**config.mk**
```make
export PLATFORM = sky130hd
export DESIGN_NAME = divider_ctrl
export DESIGN_NICKNAME = d
export VERILOG_FILES = /design/src/rtl/div_pkg.sv /design/src/rtl/divider_core.sv /design/src/rtl/divider_ctrl.sv
export SDC_FILE = /design/constraint.sdc
export NUM_CORES = 1
export LEC_CHECK = 0
export CORE_ASPECT_RATIO = 1.25
export CORE_MARGIN = 2
export CORE_UTILIZATION = 55
export CTS_CLUSTER_DIAMETER = 100
export DETAILED_ROUTE_END_ITERATION = 10
export MAX_ROUTING_LAYER = met4
export PLACE_DENSITY = 0.8
export SETUP_SLACK_MARGIN = 0.4
export SKIP_LAST_GASP = 1
export SLEW_MARGIN = 20
export SYNTH_ARGS = -nofsm -noshare
export SYNTH_HDL_FRONTEND = slang
export SYNTH_HIERARCHICAL = 1
export SYNTH_SLANG_ARGS = --single-unit
```
**constraint.sdc**
```tcl
create_clock -name clk -period 9.85 [get_ports clk]
set_input_delay 0.985 -clock clk [delete_from_list [all_inputs] [get_ports clk]]
set_output_delay 0.985 -clock clk [all_outputs]
set_load 0.005 [all_outputs]
```
**src/rtl/div_pkg.sv**
```systemverilog
// Shared types and constants for the toggle-type signal divider.
package div_pkg;

   localparam int DIV_CNT_W = 16;

   typedef enum logic [1:0] {
      IDLE   = 2'd0,
      RUN    = 2'd1,
      SWITCH = 2'd2,
      STOP   = 2'd3
   } div_state_t;

endpackage

```
**src/rtl/divider_core.sv**
```systemverilog
// Half-period counter, coefficient register and toggle flop of the divider.
// The controller decides when to count, when to force low and when to load.
module divider_core
   import div_pkg::*;
#(
   parameter int CNT_W        = DIV_CNT_W,
   parameter int DEFAULT_COEF = 4
) (
   input  logic             clk,
   input  logic             resetn,
   input  logic             load_coef,
   input  logic [CNT_W-1:0] coef,
   input  logic             run,
   input  logic             force_low,
   output logic             bnd,
   output logic             out,
   output logic             tick
);

   localparam logic [CNT_W-1:0] ONE        = CNT_W'(1);
   localparam logic [CNT_W-1:0] RESET_COEF = CNT_W'(DEFAULT_COEF);

   logic [CNT_W-1:0] cnt_q, cnt_d;
   logic [CNT_W-1:0] coef_q, coef_d;
   logic             out_q, out_d;
   logic             tick_q, tick_d;

   // coef_q is never zero, so coef_q - 1 cannot wrap
   assign bnd = (cnt_q == coef_q - ONE);

   always_comb begin
      cnt_d  = cnt_q;
      out_d  = out_q;
      coef_d = coef_q;
      if (load_coef) begin
         coef_d = coef;
      end
      if (!run || force_low) begin
         cnt_d = '0;
         out_d = 1'b0;
      end else if (bnd) begin
         cnt_d = '0;
         out_d = ~out_q;
      end else begin
         cnt_d = cnt_q + ONE;
      end
      tick_d = out_d & ~out_q;
   end

   always_ff @(posedge clk or negedge resetn) begin
      if (!resetn) begin
         cnt_q  <= '0;
         coef_q <= RESET_COEF;
         out_q  <= 1'b0;
         tick_q <= 1'b0;
      end else begin
         cnt_q  <= cnt_d;
         coef_q <= coef_d;
         out_q  <= out_d;
         tick_q <= tick_d;
      end
   end

   assign out  = out_q;
   assign tick = tick_q;

endmodule

```
**src/rtl/divider_ctrl.sv**
```systemverilog
// Run-time controller for the divider: coefficient handshake and start/stop FSM.
// Coefficient changes and stops only land on a falling edge of out.
module divider_ctrl
   import div_pkg::*;
#(
   parameter int CNT_W        = DIV_CNT_W,
   parameter int DEFAULT_COEF = 4
) (
   input  logic             clk,
   input  logic             resetn,
   input  logic             cfg_valid,
   input  logic [CNT_W-1:0] cfg_coef,
   output logic             cfg_ready,
   output logic             cfg_err,
   input  logic             en,
   output logic             busy,
   output logic             out,
   output logic             tick
);

   div_state_t       state_q, state_d;
   logic             pend_q, pend_d;
   logic [CNT_W-1:0] pend_coef_q, pend_coef_d;
   logic             cfg_err_q, cfg_err_d;

   logic             accept;
   logic             coef_ok;
   logic             load_coef;
   logic [CNT_W-1:0] core_coef;
   logic             run;
   logic             force_low;
   logic             bnd;

   assign cfg_ready = ((state_q == IDLE) || (state_q == RUN)) && !pend_q;
   assign accept    = cfg_valid && cfg_ready;
   assign coef_ok   = accept && (cfg_coef != '0);
   assign busy      = (state_q != IDLE);
   assign cfg_err   = cfg_err_q;

   always_comb begin
      state_d     = state_q;
      pend_d      = pend_q;
      pend_coef_d = pend_coef_q;
      cfg_err_d   = accept && (cfg_coef == '0);
      load_coef   = 1'b0;
      core_coef   = pend_coef_q;
      run         = 1'b0;
      force_low   = 1'b0;

      case (state_q)
         IDLE: begin
            if (coef_ok) begin
               load_coef = 1'b1;
               core_coef = cfg_coef;
            end
            if (en) begin
               state_d = RUN;
            end
         end
         RUN: begin
            run = 1'b1;
            if (coef_ok) begin
               pend_d      = 1'b1;
               pend_coef_d = cfg_coef;
            end
            if (!en) begin
               state_d = STOP;
            end else if (coef_ok) begin
               state_d = SWITCH;
            end
         end
         SWITCH: begin
            // A falling boundary that coincides with en=0 is handled by STOP
            run = 1'b1;
            if (!en) begin
               state_d = STOP;
            end else if (bnd && out) begin
               force_low = 1'b1;
               load_coef = 1'b1;
               pend_d    = 1'b0;
               state_d   = RUN;
            end
         end
         STOP: begin
            run = 1'b1;
            if (!out) begin
               force_low = 1'b1;
               load_coef = pend_q;
               pend_d    = 1'b0;
               state_d   = IDLE;
            end else if (bnd) begin
               load_coef = pend_q;
               pend_d    = 1'b0;
               state_d   = IDLE;
            end
         end
         default: begin
            state_d = IDLE;
         end
      endcase
   end

   always_ff @(posedge clk or negedge resetn) begin
      if (!resetn) begin
         state_q     <= IDLE;
         pend_q      <= 1'b0;
         pend_coef_q <= '0;
         cfg_err_q   <= 1'b0;
      end else begin
         state_q     <= state_d;
         pend_q      <= pend_d;
         pend_coef_q <= pend_coef_d;
         cfg_err_q   <= cfg_err_d;
      end
   end

   divider_core #(
      .CNT_W        (CNT_W),
      .DEFAULT_COEF (DEFAULT_COEF)
   ) u_core (
      .clk       (clk),
      .resetn    (resetn),
      .load_coef (load_coef),
      .coef      (core_coef),
      .run       (run),
      .force_low (force_low),
      .bnd       (bnd),
      .out       (out),
      .tick      (tick)
   );

endmodule

```
==> impl_metrics.yaml <==
clocking:
  clk_latency_ns: 0.31
  cts_sinks: 54
  cts_buffers: 5
  holdBufCountCts: 0
  h-tree-depth: 2
  post-cts-setup-buffer-count: 0
  cts_tree: "yes"
  root_buffer: "clkbuf_8"
  clk_path_buf_depth: 2
  clkTransAtPathRegs_ns: 0.10
  cts_resized: 0
power:
  power_density_nw_per_um2: 271
  power.leakage_nw: 1.48
  irDropWorstVdd_uv: 157
worst_setup_path:
  end_kind: "flop"
  worstPathRequired_ns: 10.05
  crit_path_max_incr_delay_ns: 0.70
  cp_data_arrival_time_ns: 4.05
  crit_slowest_cell: "nand2b_1"
  crit_start: "u_core/coef_q[0]$_DFFE_PN0P_"
  cp_max_fo: 20
  cp_common_cell: "nor2_1"
  crit_chain: "inv_1, ha_1, nor4b_1, and4b_1, a21o_1, nand4_2, nor4_4, buf_4, and3_1, a21oi_1, nor2_1, nand2b_1, nor2_1, mux2_2"
  critPathKind: "reg -> reg"
  start_kind: "flop"
  worstReg2RegStart: "u_core/coef_q[0]$_DFFE_PN0P_"
die:
  die_h_um: 89.0
  row_count: 30
  die_x_um: 72.0
  die_area_um2: 6410
  initial_core_util: 0.576
  coreArea_um2: 5520
  num_io_pins: 25
cells_and_area:
  diodes: 0
  register_area_um2: 1350
  drive_above_1_share: 0.266
  area_growth_pct: 11.8
  nFillCells: 445
  nets: 329
  multiInputGateArea_um2: 1730
place:
  dp_slack_ns: 6.05
  routabilityCongestion: 0.858
  port_buffers: 24
  dp.final_hpwl_um: 4470
sta:
  max_freq_ghz: 0.260
  relSlewSlack: 0.406
  hold_viol: 0
  fin_worst_skew_ns: 0.00561
  fin_crit_sh: 0.391
  setup-violations-final: 0
  worst_slew_pin_slew_ns: 0.891
  finalSetupTns_ns: 0
  rsz0062_at_grt: "no"
  hold_ws_ns: 0.511
  setup_slack_ns: 6.00
  fin_crit_ns: 3.85
  slew_violations: 0
hold_path:
  min_from: "pend_coef_q[13]$_DFFE_PN0P_"
  hold_path_class: "reg -> reg"
detailed_routing:
  drc_errors: 0
  wl_per_cell_um: 16.9
  dr.pass1.iters: 4
  totalWireLength_um: 6280
  antenna_left: 0
  via_count: 2243
  initialDrtViolationCount: 135
  vias_per_cell: 6.03
logic_synthesis:
  synthArstFlopShare: 1.00
  synth_edf_count: 0
  yosysWarningCount: 6
  syn_avg_cell_area_um2: 11.2
  synth_seq_cells: 54
  syn_nets: 306
  syn_inst: 284
  ys_seq_area_frac: 0.425
  synthFlopType: "dfrtp_1"
  ys_types: 54
  netlist_area_um2: 3180
grt:
  use_met2: 0.380
  grt_usage: 0.226
  grt_overflow_total: 0
  met3_usage: 0.0395
  antenna_found_initial: 0
  grt_pass1_wl_um: 10800
  grt_max_degree: 55
  gr-max-usage-layer: "met2"
  met1_usage: 0.285
  grt_pass1_vias: 2234
status:
  outcome: "finished clean"
run:
  drv_cap: 0
metrics by stage:
| step | power [mW] | cell area (um2) | instances | util |
|---|---|---|---|---|
| global placement | 0.793 | 3440 | 364 | 0.624 |
| floorplan | 0.721 | 3180 | 284 | - |
| global route | 1.03 | 3550 | 372 | 0.644 |
| CTS | 0.965 | 3550 | 372 | 0.644 |
| detailed placement | 0.812 | 3440 | 364 | 0.624 |
| finish | 0.961 | 3550 | 372 | 0.644 |
worst paths after layout:
kind | slack (ns) | cells past startpoint | to
max | 6.00 | 14 | u_core/out$_DFF_PN0_
min reg2reg | 0.51 | 1 | pend_coef_q[13]$_DFFE_PN0P_
max reg2reg | 6.00 | 14 | u_core/out$_DFF_PN0_
max in group asynchronous | 8.62 | 2 | pend_coef_q[7]$_DFFE_PN0P_
min in group asynchronous | 0.78 | 2 | pend_coef_q[5]$_DFFE_PN0P_
min | 0.51 | 1 | pend_coef_q[13]$_DFFE_PN0P_
critical path, delay by kind of cell, from the launching register on:
family | cells | cell delay, ns
AND/OR/NAND/NOR | 8 | 2.14
flip-flops | 1 | 0.46
buffers and inverters | 2 | 0.41
adder cells (fa/ha/maj) | 1 | 0.28
multiplexers | 1 | 0.28
AO/OA/AOI/OAI | 2 | 0.18
sequential cells by signal (all words and copies together) (netlist names):
| signal | count |
|---|---|
| cfg_err | 1 |
| pend_coef_q | 16 |
| pend_q | 1 |
| state_q | 2 |
| u_core/cnt_q | 16 |
| u_core/coef_q | 16 |
| u_core/out | 1 |
| u_core/tick | 1 |
power by group:
part	switching, mW	internal [mW]
Clock	0.0713	0.0759
Sequential	0.0951	0.303
Combinational	0.199	0.217
logic make-up after synthesis:
kind of cell | after synthesis | synth area share
compound gates | 30 | 0.0716
xor+xnor | 30 | 0.0826
fa+ha+maj | 2 | 0.00787
buf+inv | 18 | 0.0315
flops | 54 | 0.425
mux | 47 | 0.166
simple gates | 103 | 0.215
cell usage after synthesis (5+ instances only):
library cell  instances  area [um2]
nand4_1               6        37.5
o21ai_0               6        30.0
nand2b_1              5        31.3
and3_1                5        31.3
xnor2_1              13         114
nor2_1               13        48.8
dfrtp_1              53        1330
nor4_1                6        37.5
inv_1                 7        26.3
mux2_2               46         518
nand3_1               8        40.0
a21oi_1               5        25.0
nor3_1                9        45.0
clkbuf_1              6        22.5
nor3_2               10         100
nand2_1              17        63.8
xor2_1               17         149
layout make-up:
cell class | instances | area share
multi-input combinational | 212 | 0.486
sequential | 54 | 0.381
timing repair buffer | 27 | 0.0725
tap | 64 | 0.0225
clock buffer | 6 | 0.0204
clock inverter | 2 | 0.0106
inverter | 7 | 0.00739
layout by cell type, fill, tap and decap left out, drive strengths merged, types with 2 or more instances in the layout:
cell type / synthesis / routed
inv: 7 / 7
nand2: 17 / 17
nand2b: 5 / 5
clkbuf: 7 / 6
clkdlybuf4s50: 0 / 23
dfrtp: 53 / 53
nor3b: 3 / 3
o31ai: 3 / 3
nand3: 8 / 8
and3: 6 / 6
o211a: 3 / 3
nand4: 9 / 9
xor2: 17 / 17
ha: 2 / 2
nor4: 8 / 8
nor3: 19 / 19
a21oi: 5 / 5
nor2b: 4 / 4
nand4b: 3 / 3
o21ai: 6 / 6
buf: 4 / 4
nor2: 14 / 14
mux2: 46 / 46
or4b: 2 / 2
xnor2: 13 / 13
layer usage:
metal  part of all wire  up-vias
li1                   -     1077
met1               0.44     1117
met2               0.52       42
met3              0.030        7
met4              0.011        0
met5                  0        -
Power figures use the tool's default switching activity.
